$ cat src/rtl/keypad_pkg.sv
// Shared types and constants for the 4x4 keypad scanner.
// Frame classification helper lives here so the top stays focused on sequencing.
package keypad_pkg;

   localparam int NUM_COLS   = 4;
   localparam int NUM_ROWS   = 4;
   localparam int CODE_W     = 4;
   localparam int FRAME_BITS = NUM_ROWS * NUM_COLS;

   typedef enum logic [1:0] {
      IDLE,
      DEBOUNCE,
      PRESSED
   } state_t;

   typedef enum logic [1:0] {
      NONE,
      SINGLE,
      MULTI
   } frame_cls_t;

   typedef struct packed {
      frame_cls_t        cls;
      logic [CODE_W-1:0] code;
   } frame_t;

   // code is only meaningful when cls == SINGLE
   function automatic frame_t classify(input logic [FRAME_BITS-1:0] snap);
      frame_t      f;
      int unsigned ones;
      ones   = 0;
      f.code = '0;
      for (int unsigned i = 0; i < 16; i++) begin
         if (snap[i[3:0]]) begin
            ones++;
            f.code = i[3:0];
         end
      end
      if (ones == 0)      f.cls = NONE;
      else if (ones == 1) f.cls = SINGLE;
      else                f.cls = MULTI;
      return f;
   endfunction

endpackage

$ cat src/rtl/keypad_row_sync.sv
// Two-flop synchronizer for the asynchronous, active-low keypad row inputs.
// Resets to all-ones (no row pulled low).
module keypad_row_sync
   import keypad_pkg::*;
(
   input  logic                clk,
   input  logic                clr_n,
   input  logic [NUM_ROWS-1:0] i_row,
   output logic [NUM_ROWS-1:0] o_row
);

   logic [NUM_ROWS-1:0] r_meta;
   logic [NUM_ROWS-1:0] r_sync;

   always_ff @(posedge clk) begin
      if (!clr_n) begin
         r_meta <= '1;
         r_sync <= '1;
      end else begin
         r_meta <= i_row;
         r_sync <= r_meta;
      end
   end

   assign o_row = r_sync;

endmodule

$ cat src/rtl/keypad_scanner.sv
// 4x4 keypad scanner: column strobing, frame-level debounce, valid/ack key hold register.
// Optional auto-repeat while a key is held is enabled by defining KEYPAD_AUTOREPEAT_EN.
module keypad_scanner
   import keypad_pkg::*;
#(
   parameter int SCAN_DIV       = 50000,
   parameter int DEBOUNCE_SCANS = 4,
   parameter int REPEAT_SCANS   = 25
) (
   input  logic                clk,
   input  logic                clr_n,
   output logic [NUM_COLS-1:0] col,
   input  logic [NUM_ROWS-1:0] row,
   output logic [CODE_W-1:0]   key_code,
   output logic                key_valid,
   input  logic                key_ack,
   output logic                overrun
);

   localparam int               DIV_W    = $clog2(SCAN_DIV);
   localparam logic [DIV_W-1:0] DIV_LAST = DIV_W'(SCAN_DIV - 1);
   localparam logic [3:0]       DEB_LAST = 4'(DEBOUNCE_SCANS);

   if (SCAN_DIV < 4 || DEBOUNCE_SCANS < 1 || DEBOUNCE_SCANS > 15 || REPEAT_SCANS < 1) begin : g_bad_params
      $error("keypad_scanner: parameter out of legal range");
   end

   logic [NUM_ROWS-1:0]   w_row_s;
   logic [DIV_W-1:0]      r_div;
   logic [1:0]            r_col_idx;
   logic [FRAME_BITS-1:0] r_snap;
   logic [FRAME_BITS-1:0] w_snap_next;
   logic                  w_slot_end;
   logic                  w_frame_end;
   frame_t                w_frame;

   state_t                r_state, w_state_next;
   logic [CODE_W-1:0]     r_cand, w_cand_next;
   logic [3:0]            r_cnt, w_cnt_next;
   logic [3:0]            r_rel, w_rel_next;
   logic                  w_emit;

   logic [CODE_W-1:0]     r_code;
   logic                  r_valid;
   logic                  r_overrun;

`ifdef KEYPAD_AUTOREPEAT_EN
   localparam int               REP_W    = $clog2(REPEAT_SCANS + 1);
   localparam logic [REP_W-1:0] REP_LAST = REP_W'(REPEAT_SCANS);
   logic [REP_W-1:0]            r_rep, w_rep_next;
`endif

   keypad_row_sync u_row_sync (
      .clk   (clk),
      .clr_n (clr_n),
      .i_row (row),
      .o_row (w_row_s)
   );

   assign w_slot_end  = (r_div == DIV_LAST);
   assign w_frame_end = w_slot_end && (r_col_idx == 2'd3);

   always_comb begin
      col = ~(4'b0001 << r_col_idx);
   end

   // Merge the current column's sample so the frame can be classified on its last slot
   always_comb begin
      w_snap_next = r_snap;
      for (int unsigned r = 0; r < NUM_ROWS; r++) begin
         w_snap_next[{r[1:0], r_col_idx}] = ~w_row_s[r[1:0]];
      end
   end

   assign w_frame = classify(w_snap_next);

   always_ff @(posedge clk) begin
      if (!clr_n) begin
         r_div     <= '0;
         r_col_idx <= '0;
         r_snap    <= '0;
      end else if (w_slot_end) begin
         r_div     <= '0;
         r_col_idx <= r_col_idx + 2'd1;
         r_snap    <= w_frame_end ? '0 : w_snap_next;
      end else begin
         r_div     <= r_div + 1'b1;
      end
   end

   always_ff @(posedge clk) begin
      if (!clr_n) begin
         r_state <= IDLE;
         r_cand  <= '0;
         r_cnt   <= '0;
         r_rel   <= '0;
`ifdef KEYPAD_AUTOREPEAT_EN
         r_rep   <= '0;
`endif
      end else begin
         r_state <= w_state_next;
         r_cand  <= w_cand_next;
         r_cnt   <= w_cnt_next;
         r_rel   <= w_rel_next;
`ifdef KEYPAD_AUTOREPEAT_EN
         r_rep   <= w_rep_next;
`endif
      end
   end

   always_comb begin
      w_state_next = r_state;
      w_cand_next  = r_cand;
      w_cnt_next   = r_cnt;
      w_rel_next   = r_rel;
      w_emit       = 1'b0;
`ifdef KEYPAD_AUTOREPEAT_EN
      w_rep_next   = r_rep;
`endif
      if (w_frame_end) begin
         case (r_state)
            IDLE: begin
               if (w_frame.cls == SINGLE) begin
                  w_cand_next = w_frame.code;
                  w_cnt_next  = 4'd1;
                  if (DEB_LAST == 4'd1) begin
                     w_emit       = 1'b1;
                     w_state_next = PRESSED;
                     w_rel_next   = '0;
`ifdef KEYPAD_AUTOREPEAT_EN
                     w_rep_next   = '0;
`endif
                  end else begin
                     w_state_next = DEBOUNCE;
                  end
               end
            end
            DEBOUNCE: begin
               if (w_frame.cls == SINGLE && w_frame.code == r_cand) begin
                  w_cnt_next = r_cnt + 4'd1;
                  if (w_cnt_next == DEB_LAST) begin
                     w_emit       = 1'b1;
                     w_state_next = PRESSED;
                     w_rel_next   = '0;
`ifdef KEYPAD_AUTOREPEAT_EN
                     w_rep_next   = '0;
`endif
                  end
               end else begin
                  w_state_next = IDLE;
               end
            end
            PRESSED: begin
               if (w_frame.cls == NONE) begin
                  w_rel_next = r_rel + 4'd1;
                  if (w_rel_next == DEB_LAST) w_state_next = IDLE;
`ifdef KEYPAD_AUTOREPEAT_EN
                  w_rep_next = '0;
`endif
               end else begin
                  w_rel_next = '0;
`ifdef KEYPAD_AUTOREPEAT_EN
                  if (w_frame.cls == SINGLE && w_frame.code == r_cand) begin
                     w_rep_next = r_rep + 1'b1;
                     if (w_rep_next == REP_LAST) begin
                        w_emit     = 1'b1;
                        w_rep_next = '0;
                     end
                  end else begin
                     w_rep_next = '0;
                  end
`endif
               end
            end
            default: w_state_next = IDLE;
         endcase
      end
   end

   // An emit coinciding with an ack replaces the held key without flagging overrun
   always_ff @(posedge clk) begin
      if (!clr_n) begin
         r_code    <= '0;
         r_valid   <= 1'b0;
         r_overrun <= 1'b0;
      end else if (w_emit) begin
         if (!r_valid || key_ack) begin
            r_code  <= r_cand;
            r_valid <= 1'b1;
         end else begin
            r_overrun <= 1'b1;
         end
      end else if (key_ack && r_valid) begin
         r_valid <= 1'b0;
      end
   end

   assign key_code  = r_code;
   assign key_valid = r_valid;
   assign overrun   = r_overrun;

endmodule

$ cat config.mk
export PLATFORM = sky130hd
export DESIGN_NAME = keypad_scanner
export DESIGN_NICKNAME = d
export VERILOG_FILES = /design/src/rtl/keypad_pkg.sv /design/src/rtl/keypad_row_sync.sv /design/src/rtl/keypad_scanner.sv
export SDC_FILE = /design/constraint.sdc
export NUM_CORES = 1
export LEC_CHECK = 0
export ABC_AREA = 1
export CAP_MARGIN = 20
export CORE_MARGIN = 1
export CORE_UTILIZATION = 40
export CTS_CLUSTER_SIZE = 24
export DETAILED_ROUTE_END_ITERATION = 8
export GPL_TIMING_DRIVEN = 0
export PLACE_DENSITY_LB_ADDON = 0.08
export SYNTH_ARGS = -nofsm -noshare
export SYNTH_HDL_FRONTEND = slang
export SYNTH_SLANG_ARGS = --single-unit
export TNS_END_PERCENT = 100
$ cat constraint.sdc
create_clock -name clk -period 25.4 [get_ports clk]
set_clock_uncertainty 0.05 [all_clocks]
set_input_delay 7.62 -clock clk [delete_from_list [all_inputs] [get_ports clk]]
set_output_delay 7.62 -clock clk [all_outputs]
set_load 0.01 [all_outputs]
==> results of run 1 <==
## worst max-delay path: cells and delay by family (launching register included)
family / cells / cell delay [ns]
compound gates: 3 / 0.75
xor+xnor: 1 / 0.12
fa+ha+maj: 14 / 3.58
buf+inv: 12 / 0.81
flops: 1 / 0.35
simple gates: 34 / 4.58
## registers in the layout, indices dropped and copies added (netlist names)
register / flops
r_rel: 4
r_col_idx: 2
r_snap: 16
r_cand: 4
r_cnt: 4
key_valid: 1
r_div: 16
overrun: 1
u_row_sync.r_meta: 4
u_row_sync.o_row: 4
key_code: 4
r_state: 2
## per-layer routing
metal  vias to the layer above  track usage [%]  wire (um)
met5                         -                0          0
met4                         0             6.41        172
met3                        13             2.33        227
met2                        50             32.0       5060
met1                      2085             22.4       5370
li1                       2619                -          -
## power by group through the flow
stage	clock network, mW	logic, mW	registers [mW]
after detailed placement	0	0.0171	0.101
after floorplan	0	0.0130	0.101
after CTS	0.132	0.0172	0.0990
after global routing	0.136	0.0197	0.0990
final	0.128	0.0170	0.0990
after global placement	0	0.0167	0.101
## per-stage QoR
stage | std cells | hold WS (ns) | utilization [%] | setup slack, ns | instance area [um^2]
after floorplan | 802 | 0.343 | - | 15.87 | 5080
after global placement | 986 | 0.346 | 44.7 | 15.16 | 5450
after detailed placement | 986 | 0.349 | 44.7 | 15.01 | 5450
after CTS | 1002 | 0.359 | 47.2 | 14.96 | 5770
after global routing | 1002 | 0.369 | 47.2 | 14.10 | 5770
final | 1002 | 0.360 | 47.2 | 15.03 | 5770
## path summary, 6_finish.rpt
kind	from	slack (ns)	cells past startpoint	to
max	r_col_idx[1]	15.03	64	r_cnt[2]
min	u_row_sync.r_meta[3]	0.36	1	u_row_sync.o_row[3]
max reg2reg	r_col_idx[1]	15.03	64	r_cnt[2]
min reg2reg	u_row_sync.r_meta[3]	0.36	1	u_row_sync.o_row[3]
## logic make-up (layout without fill, tap and decap cells)
logic type | after synthesis | in the layout | synth area share, %
AO/OA/AOI/OAI | 90 | 90 | 10.8
buffers and inverters | 137 | 169 | 10.5
flip-flops | 62 | 62 | 24.4
XOR/XNOR | 11 | 11 | 1.90
AND/OR/NAND/NOR | 481 | 481 | 47.2
adder cells (fa/ha/maj) | 21 | 21 | 5.17
## area by class of cell
type	count	area, um^2
Fill cell	1310	6440
Multi-Input combinational cell	603	3310
Sequential cell	62	1240
Inverter	126	473
Clock buffer	12	246
Tap cell	168	210
Timing Repair Buffer	16	160
Clock inverter	4	70.1
Buffer	11	60.1
## placed cells by master (no fill, tap or decap), types with 16 or more instances in the layout
cell	count
a21oi_1	23
clkdlybuf4s50_1	16
dfxtp_1	62
ha_1	21
inv_1	113
nand2_1	190
nand2_2	33
nand3_1	67
nand3_2	21
nor2_1	98
o21ai_0	23
or2_2	16
==> key figures, run 1 <==
Clocking
  • Clk sink count: 62
  • Clk root buf: clkbuf_16
  • CTS tree: built
  • PostCTS Resize Cnt: 0
  • Clock latency at the later pin of the worst-skew pair: 0.33 ns
  • Worst-path clk slew: 0.05 ns
  • H-tree levels: 3
  • Setup repair bufs after CTS: 0
  • Clock buffer depth: 2
  • CTS Buf Count: 9
  • Hold Buf Count CTS: 0

GRT
  • Vias in the first global route: 4529
  • Global-route wire length before repair: 19300 um
  • Gr ovfl total: 0
  • Antenna violations before repair: 0
  • All-layer global routing usage: 18.1%
  • Largest net degree at the start of global routing: 11

Power and ir drop
  • P_int: 192 uW
  • Max VDD drop: 0.0387 mV
  • Clock power frac: 52.5%
  • Overall Power: 244 uW
  • Switching power: 51.7 uW
  • Seq pwr share: 40.6%
  • Sw Share: 21.2%
  • Pwr Density: 42.3 mW/mm^2
  • Comb pwr share: 7.0%
  • Leak: 2.67 nW

Detailed routing
  • Drt total wl: 10800 um
  • Vias: 4767
  • DR DRC count: 0
  • Via density: 4.76
  • Routed Antenna Nets: 0
  • First-pass DRT Iterations: 4
  • Initial DRC count: 130
  • WL/cell: 10.8 um

Min path
  • Hold Crit Class: register to register

STA
  • Pins Over Slew Limit: 0
  • Hold Fails Final Rpt: 0
  • Achievable Freq: 96.4 MHz
  • Crit share post-route: 40.8%
  • Fin crit period: 10.37 ns
  • Setup-failing EPs final: 0
  • Least-Margin Pin Slew: 0.782 ns
  • TNS Setup: 0 ns
  • RSZ-0062 raised after global routing: no
  • Worst slew margin: 47.3%

Placed design
  • GP Congestion: 0.759
  • IO Port Bufs: 16
  • DPL Wire Length: 8800 um

Logic synthesis
  • Seq cells post-synth: 62
  • Yosys warns: 0
  • Syn Std Cell Area: 0.00508 mm^2
  • Ys flop type: dfxtp_1
  • Post-synth top area cell: dfxtp_1
  • Post-synthesis sequential area ratio: 24.4%
  • Syn Inst Count: 802
  • Post-synthesis cell type count: 43
  • Largest cells by area after synthesis: dfxtp_1 24%, nand2_1 14%, inv_1 8.3%
  • Top cell type's share of synthesized area: 24.4%
  • Syn avg cell area: 6.34 um^2
  • Post-synth EDFFs: 0
  • Most common cell in the netlist: nand2_1
  • Syn_nets: 830
  • Async set-reset flop share out of synthesis: 0%
  • Synth cell count leaders: 190 x nand2_1, 113 x inv_1, 98 x nor2_1

Floorplan
  • Num ports: 17
  • Chip Height: 115 um
  • Row count: 40
  • Core ar.: 0.0122 mm^2
  • Die width: 115 um
  • Starting Density: 41.6%
  • Die Footprint: 0.0132 mm^2

Critical path
  • Max incr delay on CP: 0.35 ns
  • Most used cell, CP: nand2_1
  • Critical path arrival: 10.54 ns
  • Slowest cell on crit path: dfxtp_1
  • Worst-path fanout max: 10
  • Startpoint Class: register
  • Crit path kind: register to register
  • Critical Path Sink Type: register
  • WP data required: 25.57 ns

Status
  • Outcome: completed

Cells and area
  • Fraction of layout cells with a size suffix above 1: 15.6%
  • N_diodes: 0
  • Final net count: 857
  • P&R area growth vs syn: 13.5%

Flow run
  • Max cap viols: 0
Power figures use the tool's default switching activity.
==> inputs of run 2 (changes only) <==
clock period = 8.67 ns   (was 25.4 ns; I/O delays follow)
==> key figures, run 2 (synthesis gave the netlist of run 1 again) <==
STA
  • Achievable Freq: 114 MHz (+18%)
  • Setup-failing EPs final: 14 (+14)
  • Least-Margin Pin Slew: 0.887 ns (+0.105 ns)
  • Pins Over Slew Limit: 0 (unchanged)
  • Crit share post-route: 101% (+61 points)
  • Min Hold Slack: 0.358 ns (-0.00200 ns)
  • Worst setup margin: -0.121 ns (-15.15 ns)
  • RSZ-0062 raised after global routing: yes
  • Hold Fails Final Rpt: 0 (unchanged)
  • Worst slew margin: 40.2% (-7.1 points)
  • Fin crit period: 8.79 ns (-1.58 ns)

Critical path
  • Crit path kind: register to register
  • Most used cell, CP: buf_4
  • Max incr delay on CP: 0.36 ns (about the same)
  • Worst-path fanout max: 5 (-5)
  • Slowest cell on crit path: dfxtp_4
  • Critical path arrival: 9.00 ns (-1.54 ns)
  • Critical Path Sink Type: register
  • Startpoint Class: register
  • WP data required: 8.88 ns (-16.69 ns)

Placed design
  • GP Congestion: 0.757 (-0.28%)
  • Pre-CTS WS: -0.792 ns (-15.80 ns)
  • IO Port Bufs: 16 (unchanged)
  • DPL Wire Length: 8910 um (+1.3%)

Cells and area
  • Fraction of layout cells with a size suffix above 1: 29.8% (+14 points)
  • Largest regs: r_div x16, r_snap x16
  • P&R area growth vs syn: 30.2%
  • Commonest non-fill, non-tap cell in the layout: nand2_1
  • N_diodes: 0 (unchanged)
  • Most frequent cells in the layout: 157 x nand2_1, 100 x inv_1, 90 x nor2_1
  • Final net count: 906 (+5.7%)

Power and ir drop
  • Switching power: 161 uW (+210%)
  • Pwr Density: 101 mW/mm^2 (+140%)
  • Sw Share: 24.2% (+3.0 points)
  • P_int: 506 uW (+160%)
  • Max VDD drop: 0.0957 mV (+150%)
  • Leak: 2.93 nW (+10%)
  • Comb pwr share: 10.5% (+3.5 points)
  • Seq pwr share: 43.4% (+2.8 points)
  • Overall Power: 667 uW (+170%)
  • Clock power frac: 46.1% (-6.4 points)

Detailed routing
  • Vias: 5136 (+7.7%)
  • DR DRC count: 0 (unchanged)
  • Initial DRC count: 243 (+87%)
  • Via density: 4.89 (+2.8%)
  • Drt total wl: 12600 um (+17%)
  • Routed Antenna Nets: 0 (unchanged)
  • WL/cell: 12.0 um (+11%)
  • First-pass DRT Iterations: 4 (unchanged)

Floorplan
  • Core ar.: 0.0122 mm^2 (unchanged)
  • Row count: 40 (unchanged)
  • Die width: 115 um (unchanged)
  • Die Footprint: 0.0132 mm^2 (unchanged)
  • Chip Height: 115 um (unchanged)
  • Num ports: 17 (unchanged)
  • Starting Density: 41.6% (unchanged)

GRT
  • Vias in the first global route: 4778 (+5.5%)
  • Gr ovfl total: 0 (unchanged)
  • Largest net degree at the start of global routing: 11 (unchanged)
  • Antenna violations before repair: 0 (unchanged)
  • Global-route wire length before repair: 21200 um (+9.7%)
  • All-layer global routing usage: 19.9% (+1.8 points)

Clocking
  • H-tree levels: 3 (unchanged)
  • Clk sink count: 62 (unchanged)
  • Clk root buf: clkbuf_16
  • Clock buffer depth: 2 (unchanged)
  • CTS tree: built
  • Worst-path clk slew: 0.05 ns (about the same)
  • Clock latency at the later pin of the worst-skew pair: 0.33 ns (about the same)
  • CTS Buf Count: 9 (unchanged)

Status
  • Outcome: complete, but fails checks
  • Failing checks: setup timing

Flow run
  • Max cap viols: 0 (unchanged)

Min path
  • Hold Crit Class: register to register
[run 2: cell types whose count changed in the layout (fill, tap and decap cells not counted), sizes merged]
cell | previous run | this run
clkbuf | 19 | 20
buf | 4 | 53
bufinv | 2 | 0
[run 2: area by class of cell]
type                    count  area (um^2)
plain buffers               9         45.0
well taps                 168          210
flip-flops and latches     62         1250
clock buffers              13          240
multi-input cells         603         3830
inverters                 126          488
repair buffers             67          547
fillers                  1196         5590
clock inverters             2         10.0
[run 2: worst max-delay path, delay by kind of cell (launching register included)]
| family | cells | cell delay [ns] |
|---|---|---|
| compound gates | 3 | 0.54 |
| fa+ha+maj | 9 | 2.01 |
| buf+inv | 20 | 1.92 |
| flops | 1 | 0.36 |
| simple gates | 34 | 3.83 |
[run 2: through the flow]
step           util [%]  setup TNS [ns]  instance area, um^2  instances
2_1_floorplan         -          -0.380                 5260        802
3_3_place_gp       46.1          -10.91                 5630        986
3_5_place_dp       46.1          -13.94                 5630        986
4_1_cts            52.0               0                 6350       1037
5_1_grt            54.2           -8.68                 6620       1050
6_report           54.2          -0.728                 6620       1050
[run 2: what timing repair did]
action / CTS / global route
hold buffers: 0 / 0
setup buffers: 38 / 14
pin swaps: 43 / 46
endpoints found under the setup margin: 20 / 20
gates resized for setup: 45 / 44
[run 2: path summary, 6_finish.rpt]
kind	slack [ns]	depth (start not counted)	from	to
worst max-delay path	-0.12	66	r_col_idx[0]	r_rel[0]
worst min-delay path	0.36	1	u_row_sync.r_meta[0]	u_row_sync.o_row[0]
worst max register to register	-0.12	66	r_col_idx[0]	r_rel[0]
worst min register to register	0.36	1	u_row_sync.r_meta[0]	u_row_sync.o_row[0]
[run 2: power groups by stage]
stage	Combinational, mW	Clock (mW)	Sequential (mW)
finish	0.0702	0.307	0.290
global route	0.0783	0.326	0.290
CTS	0.0632	0.314	0.290
detailed placement	0.0551	0	0.296
global placement	0.0539	0	0.296
floorplan	0.0428	0	0.295
[run 2: layer usage]
metal / vias to the layer above / GRT usage [%] / wire length [um]
li1: 2723 / - / -
met1: 2337 / 25.2 / 5800
met2: 56 / 34.8 / 6300
met3: 20 / 2.65 / 278
met4: 0 / 6.49 / 242
met5: - / 0 / 0
